==> src/rtl/color_lut_pkg.sv <==
// Shared types and constants for the colour LUT runtime loader.
// Pure declarations: no logic, no latency.
// No flow control of its own.
package color_lut_pkg;

  // Loader phases; DONE and ERROR hold their status flag until the next start.
  typedef enum logic [2:0] {
    ST_IDLE   = 3'd0,
    ST_LOAD   = 3'd1,
    ST_VERIFY = 3'd2,
    ST_DONE   = 3'd3,
    ST_ERROR  = 3'd4
  } state_t;

  // Width of the running modular sums.
  localparam int CHK_WIDTH = 16;

  // Table depth from address width.
  function automatic int lut_depth(input int addr_width);
    return 1 << addr_width;
  endfunction

  localparam int LUT_DEPTH = lut_depth(11);

endpackage

==> src/rtl/lut_sum16.sv <==
// Clear/accumulate modular adder for the table checksums.
// One cycle: an add presented at cycle n is visible in sum at n+1.
// No backpressure; accumulates whenever add is high, clr has priority.
module lut_sum16
  import color_lut_pkg::*;
#(
  parameter int IN_WIDTH = 8
) (
  input  logic                 clk,
  input  logic                 rst_n,
  input  logic                 clr,
  input  logic                 add,
  input  logic [IN_WIDTH-1:0]  din,
  output logic [CHK_WIDTH-1:0] sum
);

  // Running sum wraps naturally at 2**CHK_WIDTH; input is zero-extended.
  always_ff @(posedge clk or negedge rst_n) begin
    if (!rst_n) begin
      sum <= '0;
    end else if (clr) begin
      sum <= '0;
    end else if (add) begin
      sum <= sum + CHK_WIDTH'(din);
    end
  end

endmodule

==> src/rtl/color_lut_writer.sv <==
// Streams a full colour LUT into a simple-dual-port RAM, then reads it back and checks the sum.
// Write path one cycle (accepted byte -> wr_en next cycle); verify takes depth + RD_LATENCY + 1 cycles.
// s_ready is high for the whole LOAD phase only; a start pulse while busy is ignored.
module color_lut_writer
  import color_lut_pkg::*;
#(
  parameter int ADDR_WIDTH = 11,
  parameter int DATA_WIDTH = 8,
  parameter int RD_LATENCY = 1
) (
  input  logic                  clk,
  input  logic                  rst_n,
  input  logic                  start,
  input  logic [DATA_WIDTH-1:0] s_data,
  input  logic                  s_valid,
  output logic                  s_ready,
  output logic                  wr_en,
  output logic [ADDR_WIDTH-1:0] wr_addr,
  output logic [DATA_WIDTH-1:0] wr_data,
  output logic [ADDR_WIDTH-1:0] rd_addr,
  input  logic [DATA_WIDTH-1:0] rd_data,
  output logic                  busy,
  output logic                  done,
  output logic                  err,
  output logic [CHK_WIDTH-1:0]  checksum
);

  localparam int DEPTH = lut_depth(ADDR_WIDTH);
  // Verify cycle counter must reach DEPTH + RD_LATENCY.
  localparam int VCW = ADDR_WIDTH + 2;
  localparam logic [VCW-1:0]        V_ISSUE_END = VCW'(DEPTH);
  localparam logic [VCW-1:0]        V_CMP       = VCW'(DEPTH + RD_LATENCY);
  localparam logic [ADDR_WIDTH-1:0] W_LAST      = '1;

  state_t                 state;
  state_t                 state_nxt;
  logic [ADDR_WIDTH-1:0]  wr_cnt;
  logic [VCW-1:0]         v_cnt;
  logic [RD_LATENCY-1:0]  vld_sr;
  logic                   xfer;
  logic                   load_entry;
  logic                   issue;
  logic                   cmp;
  logic                   rd_vld;
  logic [CHK_WIDTH-1:0]   wr_sum;
  logic [CHK_WIDTH-1:0]   rd_sum;

  // Verify phase bookkeeping: reads are issued for the first DEPTH cycles,
  // the compare happens once the last read has come back through the pipe.
  assign issue  = (state == ST_VERIFY) && (v_cnt < V_ISSUE_END);
  assign cmp    = (state == ST_VERIFY) && (v_cnt == V_CMP);
  assign rd_vld = (state == ST_VERIFY) && vld_sr[RD_LATENCY-1];

  // State register.
  always_ff @(posedge clk or negedge rst_n) begin
    if (!rst_n) begin
      state <= ST_IDLE;
    end else begin
      state <= state_nxt;
    end
  end

  // Next-state decode and state-derived outputs (status flags track the state directly).
  always_comb begin
    state_nxt  = state;
    s_ready    = 1'b0;
    busy       = 1'b0;
    done       = 1'b0;
    err        = 1'b0;
    xfer       = 1'b0;
    load_entry = 1'b0;
    case (state)
      ST_IDLE, ST_DONE, ST_ERROR: begin
        done = (state == ST_DONE);
        err  = (state == ST_ERROR);
        if (start) begin
          state_nxt  = ST_LOAD;
          load_entry = 1'b1;
        end
      end
      ST_LOAD: begin
        s_ready = 1'b1;
        busy    = 1'b1;
        xfer    = s_valid;
        if (s_valid && (wr_cnt == W_LAST)) begin
          state_nxt = ST_VERIFY;
        end
      end
      ST_VERIFY: begin
        busy = 1'b1;
        if (cmp) begin
          state_nxt = (wr_sum == rd_sum) ? ST_DONE : ST_ERROR;
        end
      end
      default: begin
        state_nxt = ST_IDLE;
      end
    endcase
  end

  // Load address counter and the registered RAM write port.
  always_ff @(posedge clk or negedge rst_n) begin
    if (!rst_n) begin
      wr_cnt  <= '0;
      wr_en   <= 1'b0;
      wr_addr <= '0;
      wr_data <= '0;
    end else begin
      wr_en <= xfer;
      if (load_entry) begin
        wr_cnt <= '0;
      end else if (xfer) begin
        wr_cnt  <= wr_cnt + 1'b1;
        wr_addr <= wr_cnt;
        wr_data <= s_data;
      end
    end
  end

  // Readback sequencing: read address stepping, phase cycle count and the
  // valid tag pipe that lines up with the RAM read latency.
  always_ff @(posedge clk or negedge rst_n) begin
    if (!rst_n) begin
      v_cnt   <= '0;
      rd_addr <= '0;
      vld_sr  <= '0;
    end else if (load_entry) begin
      v_cnt   <= '0;
      rd_addr <= '0;
      vld_sr  <= '0;
    end else if (state == ST_VERIFY) begin
      v_cnt     <= v_cnt + 1'b1;
      vld_sr[0] <= issue;
      for (int i = 1; i < RD_LATENCY; i++) begin
        vld_sr[i] <= vld_sr[i-1];
      end
      if (issue) begin
        rd_addr <= rd_addr + 1'b1;
      end
    end
  end

  lut_sum16 #(
    .IN_WIDTH (DATA_WIDTH)
  ) u_wr_sum (
    .clk   (clk),
    .rst_n (rst_n),
    .clr   (load_entry),
    .add   (xfer),
    .din   (s_data),
    .sum   (wr_sum)
  );

  lut_sum16 #(
    .IN_WIDTH (DATA_WIDTH)
  ) u_rd_sum (
    .clk   (clk),
    .rst_n (rst_n),
    .clr   (load_entry),
    .add   (rd_vld),
    .din   (rd_data),
    .sum   (rd_sum)
  );

  assign checksum = wr_sum;

endmodule
==> config.mk <==
export PLATFORM = sky130hd
export DESIGN_NAME = color_lut_writer
export DESIGN_NICKNAME = d
export VERILOG_FILES = /design/src/rtl/color_lut_pkg.sv /design/src/rtl/lut_sum16.sv /design/src/rtl/color_lut_writer.sv
export SDC_FILE = /design/constraint.sdc
export NUM_CORES = 1
export LEC_CHECK = 0
export CAP_MARGIN = 5
export CORE_ASPECT_RATIO = 0.75
export CORE_MARGIN = 1.5
export CORE_UTILIZATION = 50
export DETAILED_ROUTE_END_ITERATION = 6
export PLACE_DENSITY = 0.74
export SYNTH_ARGS = -nofsm -noshare
export SYNTH_HDL_FRONTEND = slang
export SYNTH_SLANG_ARGS = --single-unit
==> constraint.sdc <==
create_clock -name clk -period 5.8 [get_ports clk]
set_clock_uncertainty 0.2 [all_clocks]
set_input_delay 0.87 -clock clk [delete_from_list [all_inputs] [get_ports clk]]
set_output_delay 0.87 -clock clk [all_outputs]
set_load 0.005 [all_outputs]
==> impl_metrics.csv, run 1 <==
group,metric,value,unit
critical_path,cpMostUsedCell,"o21ai_0",
logic_synthesis,ys.flop_type,"dfrtp_1",
logic_synthesis,syn_nets,581,
sta,tightest_slew,865,ps
critical_path,cp.required,5850,ps
clocking,cts-resized-gates,0,
finish,multi_input_area,2570,um^2
critical_path,arrival,3250,ps
status,status,"completed",
logic_synthesis,yosysSeqAreaShare,0.457,
finish,n_antenna_cell,0,
critical_path,slowest_stage,"a2111oi_0",
global_routing,grt_pass1_wl,19700,um
critical_path,start_kind,"input port",
sta,slew_headroom,0.422,
sta,max_freq,0.312,GHz
finish,fin_nets,646,
pwr,peakVddDrop,307,uV
logic_synthesis,synth_top_area_share,0.457,
detailed_routing,num_vias,4174,
clocking,cts_buffer_depth,2,
critical_path,worstSetupPathType,"in2reg",
sta,hold_slack,271,ps
finish,drive_above_1_share,0.0428,
critical_path,cp_top_family,"compound AO/OA/AOI/OAI gates",
clocking,ctsHtreeMaxLevel,3,
worst_hold_path,worstHoldPathType,"reg2reg",
placed_design,place.gp.congestion,0.880,
die,core_area,9660,um^2
placed_design,dp_hpwl,8590,um
critical_path,endpoint_kind,"register",
critical_path,crit_chain,"clkdlybuf4s50_1, ha_1, and3_1, a2111oi_0, o21ai_0, xnor2_1, o21ai_0",
die,rows,31,
sta,period_minus_slack,3200,ps
sta,hold_viol,0,
die,start_util,0.516,
critical_path,worstPathMaxFanout,5,
detailed_routing,drt_pass1_iterations,5,
global_routing,grt_pass1_vias,4043,
logic_synthesis,synthesis.area,4980,um^2
logic_synthesis,yosys.area.top_type,"dfrtp_1",
sta,tns,0,ps
clocking,cts_setup_buffers,0,
sta,grt_setup_unrepaired,"no",
sta,period_share,0.552,
logic_synthesis,syn_avg_cell_area,9.25,um^2
detailed_routing,avgRoutedWirePerCell,15.9,um
die,fp.dieH,89.5,um
detailed_routing,routed_via_density,5.64,
logic_synthesis,yosys-top-cells-area,"dfrtp_1 46%, nand2_1 6.9%, xnor2_1 5.4%, ha_1 5.0%, nand3_1 3.5%",
clocking,root_buffer,"clkbuf_16",
pwr,power_density,388,nW/um^2
clocking,cts_tree,"done",
clocking,cts_sinks,91,
finish,area_growth,21.9,%
clocking,clkTransAtPathRegs,60,ps
pwr,p_leak,0.00266,uW
logic_synthesis,synthArstFlopShare,1.00,
sta,slew_viol_final,0,
finish,layout_common_cells,"91 x nand2_1, 91 x dfrtp_1, 69 x clkdlybuf4s50_1, 39 x nor2_1, 35 x nand3_1",
logic_synthesis,synth-seq-cells,91,
logic_synthesis,synthCells,539,
clocking,clk_latency,340,ps
pwr,power.total,2360,uW
detailed_routing,wl,11700,um
die,die_area,10600,um^2
global_routing,grt_max_degree,57,
detailed_routing,drcViolationCount,0,
finish,fill_cells,815,
detailed_routing,drtAntennaViolNets,0,
run,maxCapViolations,0,
finish,ff_latch_area,2280,um^2
global_routing,antenna_found_initial,0,
placed_design,io_buffers,70,
sta,finalSetupViolations,0,
clocking,numCtsBuffers,9,
sta,worst_slack,2600,ps
detailed_routing,drtIter0Drc,297,
clocking,cts_hold_buf,0,
placed_design,pre_cts_slack,2320,ps
logic_synthesis,yosys.cell_types.count,53,
global_routing,grt_usage,0.235,
logic_synthesis,synth_warnings,0,
critical_path,critical-path-max-stage-delay,740,ps
die,die_x,118,um
global_routing,overflow,0,
critical_path,worst-path-buf-inv,1,
die,num_io_pins,71,
logic_synthesis,synth_edf_count,0,
## flip-flops by register name (all words and copies together) (netlist names), 3 cells and up
register and count:
v_cnt 13, u_rd_sum.sum 16, wr_data 8, wr_addr 11, rd_addr 11, state 3
wr_cnt 11, u_wr_sum.sum 16
## cells in the mapped netlist, types with 3 or more instances
library cell	count
dfrtp_1	91
nand2_1	91
nor2_1	39
nand3_1	35
o21ai_0	34
xnor2_1	31
a21oi_1	20
ha_1	20
xor2_1	20
nand4_1	14
inv_1	13
clkbuf_1	12
or3_1	12
nor3_1	11
o31ai_1	9
nand2b_1	8
and3_1	6
mux2i_1	6
and2_1	5
buf_2	5
a211oi_1	4
nor4_1	4
a2111oi_0	3
nor2b_1	3
nor3b_1	3
o211ai_1	3
## kinds of logic after synthesis
family | share of synthesized area
multiplexers | 0.0121
adder cells (fa/ha/maj) | 0.0582
flip-flops | 0.457
buffers and inverters | 0.0299
AO/OA/AOI/OAI | 0.112
AND/OR/NAND/NOR | 0.241
XOR/XNOR | 0.0896
## through the flow
stage | instance area, um^2 | utilization | std cells
4_1_cts | 6080 | 0.629 | 740
2_1_floorplan | 4980 | - | 539
5_1_grt | 6080 | 0.629 | 740
6_report | 6080 | 0.629 | 740
3_3_place_gp | 5800 | 0.600 | 725
3_5_place_dp | 5800 | 0.600 | 725
## report_power, final
part	switching [uW]	internal [uW]
Combinational	496	420
Clock	231	322
Sequential	142	747
## cell type report
class / instances / area share
clock inverter: 2 / 0.00165
multi-input combinational: 414 / 0.424
sequential: 91 / 0.375
timing repair buffer: 74 / 0.120
clock buffer: 13 / 0.0445
inverter: 14 / 0.00865
tap: 132 / 0.0272
## per-layer routing
metal	vias up	wire length (um)	global-route usage
met3	18	677	0.0574
met4	0	146	0.0776
met5	-	0	0
li1	2024	-	-
met2	127	5380	0.374
met1	2005	5540	0.322
## path summary, 6_finish.rpt
check                                   end  slack (ps)  cells after the start  startpoint
max in group asynchronous        rd_addr[2]        4030                      2       rst_n
hold / removal                   wr_addr[4]         270                      2  wr_addr[4]
setup / recovery            u_wr_sum.sum[7]        2600                      7   s_data[3]
setup reg to reg           u_wr_sum.sum[10]        3100                      5    state[2]
hold reg to reg                  wr_addr[4]         270                      2  wr_addr[4]
min in group asynchronous        wr_addr[3]         280                      1       rst_n
## worst reg2reg max path: stages, from the launching register on
cell	delay (ps)
dfrtp_1	520
nand4bb_2	470
clkinv_1	710
and3_1	470
nand3_1	90
mux2i_1	180
Power figures use the tool's default switching activity.
==> inputs of run 2 (changes only) <==
PLACE_DENSITY = 0.77   (was 0.74)
clock period = 2.9 ns   (was 5.8 ns; I/O delays follow)
==> impl_metrics.csv, run 2 (synthesized netlist as in run 1, its figures left out) <==
group,metric,value,unit
global_routing,grt_usage,0.234,
finish,layout_common_cells,"91 x nand2_1, 91 x dfrtp_1, 69 x clkdlybuf4s50_1, 39 x nor2_1, 35 x nand3_1",
sta,period_share,0.953,
sta,slew_viol_final,0,
placed_design,place.gp.congestion,0.910,
finish,largest_registers,"u_rd_sum.sum x16, u_wr_sum.sum x16, v_cnt x13",
pwr,power_density,799,nW/um^2
critical_path,start_kind,"register",
finish,final_cells,753,
sta,tightest_slew,698,ps
sta,slew_headroom,0.530,
critical_path,reg2reg_from,"u_rd_sum.sum[5]",
global_routing,grt_pass1_vias,3999,
pwr,p_clk_frac,0.260,
detailed_routing,drt_pass1_iterations,5,
finish,drive_above_1_share,0.0628,
detailed_routing,drcViolationCount,0,
die,die_x,118,um
detailed_routing,drtIter0Drc,287,
die,num_io_pins,71,
finish,utilization,0.645,
critical_path,arrival,2130,ps
critical_path,r2r_slack,500,ps
finish,fin_nets,658,
worst_hold_path,worstHoldPathType,"reg2reg",
clocking,cts_buffer_depth,2,
placed_design,place_area,5890,um^2
detailed_routing,num_vias,4239,
clocking,root_buffer,"clkbuf_16",
worst_hold_path,min_from,"wr_addr[9]",
global_routing,grt_max_degree,92,
sta,hold_viol,0,
placed_design,io_buffers,70,
worst_hold_path,hold_depth,2,
sta,period_minus_slack,2770,ps
clocking,cts_tree,"done",
clocking,clk_latency,340,ps
worst_hold_path,hold_end,"wr_addr[9]",
pwr,power.total,4980,uW
die,die_area,10600,um^2
pwr,p_leak,0.00274,uW
sta,tns,0,ps
pwr,peakVddDrop,493,uV
die,fp.dieH,89.5,um
clocking,numCtsBuffers,9,
critical_path,reg2reg_depth,6,
status,status,"completed",
finish,n_antenna_cell,0,
critical_path,endpoint_kind,"primary output",
sta,max_freq,0.362,GHz
placed_design,place_inst,736,
placed_design,dp_hpwl,8440,um
critical_path,cp.required,2270,ps
critical_path,worstPathMaxFanout,12,
clocking,ctsHtreeMaxLevel,3,
finish,area_growth,25.1,%
detailed_routing,drtAntennaViolNets,0,
clocking,clkTransAtPathRegs,60,ps
die,start_util,0.516,
detailed_routing,avgRoutedWirePerCell,15.6,um
critical_path,worstSetupPathType,"reg2out",
clocking,cts_sinks,91,
pwr,seqPwrFrac,0.352,
run,maxCapViolations,0,
global_routing,overflow,0,
global_routing,grt_pass1_wl,19400,um
detailed_routing,wl,11800,um
pwr,p_switching,1780,uW
detailed_routing,routed_via_density,5.63,
finish,final_cell_area,6230,um^2
sta,finalSetupViolations,0,
die,core_area,9660,um^2
clocking,cts-resized-gates,0,
pwr,intPower,3200,uW
pwr,switching_share,0.357,
die,rows,31,
global_routing,antenna_found_initial,0,
pwr,pwr-share-comb,0.387,
sta,grt_setup_unrepaired,"no",
critical_path,reg2reg_to,"u_rd_sum.sum[12]",
==> run 2: changes by cell type in the layout (fill, tap and decap cells not counted), sizes merged <==
cell / delta
dlygate4sd3: +1
bufinv: +2
buf: +11
inv: +1
clkbuf: -2
==> run 2: stage by stage <==
step | setup slack, ps | hold WS [ps]
after floorplan | 661 | -60.6
after global placement | 73.5 | 260
after detailed placement | -0.980 | 265
after CTS | 121 | 282
after global routing | 32.1 | 312
final | 135 | 274
==> run 2: worst max path at each step <==
stage,start,endpoint,slack [ps],depth (start not counted)
after global placement,rd_data[0],u_rd_sum.sum[10],70,9
after global routing,state[0],busy,30,3
after CTS,state[0],busy,120,3
after detailed placement,rd_data[0],u_rd_sum.sum[10],-1,9
final,state[0],busy,130,3
after floorplan,rd_data[0],u_rd_sum.sum[10],660,8
==> run 2: timing repair <==
item                      CTS  global route
buffers inserted            0             0
hold buffers                1             0
hold endpoints to repair   91             0
==> run 2: power by group through the flow <==
stage	Clock [uW]	Sequential, uW	Combinational [uW]
after floorplan	0	1700	1220
after global placement	0	1760	1870
after detailed placement	0	1780	1920
after CTS	1320	1760	1930
after global routing	1380	1800	2130
final	1300	1750	1930
==> run 2: critical path, cell delays in order, from the launching register on <==
cell	delay, ps
dfrtp_1	540
nor3b_1	560
nand2b_1	190
clkdlybuf4s50_1	500
==> run 2: cell type report <==
class	count	area, um^2
Sequential cell	91	2280
Clock buffer	11	253
Fill cell	784	3430
Tap cell	132	165
Multi-Input combinational cell	414	2570
Inverter	14	52.6
Timing Repair Buffer	86	833
Clock inverter	5	82.6
==> run 2: per-layer routing <==
layer | GRT usage | share of wire | routed length, um | vias to the layer above
met1 | 0.312 | 0.47 | 5480 | 2059
met4 | 0.0710 | 0.012 | 138 | 0
met3 | 0.0446 | 0.053 | 628 | 14
met2 | 0.394 | 0.47 | 5510 | 117
met5 | 0 | 0 | 0 | -
li1 | - | - | - | 2049
==> inputs of run 3 (changes only) <==
CORE_ASPECT_RATIO = 1.75   (was 0.75)
==> impl_metrics.csv, run 3 (synthesized netlist as in run 1, its figures left out) <==
group,metric,value,unit
sta,period_share,0.963,
finish,n_antenna_cell,0,
clocking,cts_setup_buffers,0,
clocking,cts-resized-gates,0,
die,start_util,0.509,
sta,tightest_slew,1180,ps
die,rows,48,
global_routing,grt_pass1_vias,4260,
pwr,power_density,773,nW/um^2
finish,drive_above_1_share,0.0566,
clocking,cts_tree,"done",
detailed_routing,wl,11700,um
clocking,clkTransAtPathRegs,60,ps
sta,tns,0,ps
pwr,peakVddDrop,465,uV
clocking,clk_latency,330,ps
finish,largest_registers,"u_rd_sum.sum x16, u_wr_sum.sum x16, v_cnt x13",
detailed_routing,num_vias,4233,
critical_path,worstPathMaxFanout,12,
clocking,numCtsBuffers,9,
global_routing,grt_usage,0.239,
sta,hold_viol,0,
sta,hold_slack,276,ps
critical_path,worstSetupPathType,"reg2out",
detailed_routing,avgRoutedWirePerCell,15.8,um
finish,layout_common_cells,"91 x nand2_1, 91 x dfrtp_1, 69 x clkdlybuf4s50_1, 39 x nor2_1, 35 x nand3_1",
global_routing,grt_max_degree,33,
critical_path,arrival,2160,ps
global_routing,antenna_found_initial,0,
global_routing,grt_pass1_wl,19900,um
worst_hold_path,worstHoldPathType,"reg2reg",
sta,grt_setup_unrepaired,"no",
placed_design,dp_hpwl,8530,um
die,core_area,9790,um^2
clocking,cts_sinks,91,
critical_path,endpoint_kind,"primary output",
clocking,ctsHtreeMaxLevel,3,
detailed_routing,drcViolationCount,0,
sta,slew_headroom,0.212,
detailed_routing,routed_via_density,5.70,
sta,slew_viol_final,0,
finish,fin_nets,655,
global_routing,overflow,0,
die,num_io_pins,71,
detailed_routing,drtAntennaViolNets,0,
die,die_area,10600,um^2
critical_path,start_kind,"register",
sta,max_freq,0.358,GHz
sta,finalSetupViolations,0,
sta,period_minus_slack,2790,ps
placed_design,place.gp.congestion,0.904,
pwr,p_leak,0.00270,uW
die,fp.dieH,135,um
status,status,"completed",
placed_design,io_buffers,70,
clocking,cts_buffer_depth,2,
detailed_routing,drtIter0Drc,343,
finish,final_cells,743,
clocking,root_buffer,"clkbuf_16",
finish,area_growth,23.3,%
critical_path,cp.required,2270,ps
placed_design,place_inst,726,
detailed_routing,drt_pass1_iterations,6,
run,maxCapViolations,0,
finish,utilization,0.628,
die,die_x,78.5,um
-- run 3: cell count changes in the layout (fill, tap and decap cells not counted) --
cell / delta
clkinvlp_4: +2
clkinv_2: +1
clkinv_4: -1
bufinv_16: -2
inv_6: -1
clkbuf_1: +1
buf_4: -3
-- run 3: routing by layer --
metal,GRT usage,vias up,wire length [um]
met1,0.287,2043,4790
li1,-,2033,-
met2,0.410,126,6030
met5,0,-,0
met4,0.126,0,435
met3,0.0358,31,461
-- run 3: worst paths after layout --
path,start,end,slack [ps],depth (start not counted)
setup reg to reg,u_rd_sum.sum[0],u_rd_sum.sum[10],350,8
hold / removal,wr_addr[1],wr_addr[1],280,2
max in group asynchronous,rst_n,u_wr_sum.sum[3],1480,3
hold reg to reg,wr_addr[1],wr_addr[1],280,2
min in group asynchronous,rst_n,wr_cnt[4],370,2
setup / recovery,state[0],busy,110,3
-- run 3: stage by stage --
step,setup slack [ps],area (um^2),total power [uW]
after floorplan,661,4980,2910
after global placement,76.2,5860,3590
after detailed placement,11.6,5860,3660
after CTS,127,6150,4780
after global routing,37.8,6150,5090
final,106,6150,4750
-- run 3: power breakdown --
| group | internal, uW | leakage [uW] | switching, uW | total [uW] |
|---|---|---|---|---|
| Clock | 625 | 0.000135 | 485 | 1110 |
| Combinational | 882 | 0.00132 | 980 | 1860 |
| Sequential | 1490 | 0.00124 | 283 | 1780 |
-- run 3: final cells by class --
class	count	area, um^2
multi-input combinational	414	2570
fill	817	3640
tap	125	156
timing repair buffer	83	811
sequential	91	2280
clock inverter	4	25.0
clock buffer	12	256
inverter	14	52.6
-- run 3: repair_timing --
action                                  in CTS  in global routing
hold buffers                                 1                  0
endpoints found under the hold margin       29                  0
endpoints found under the setup margin       0                  0
-- run 3: critical path: stages (launching register included) --
cell	delay [ps]
dfrtp_1	550
nor3b_1	590
nand2b_1	190
clkdlybuf4s50_1	500
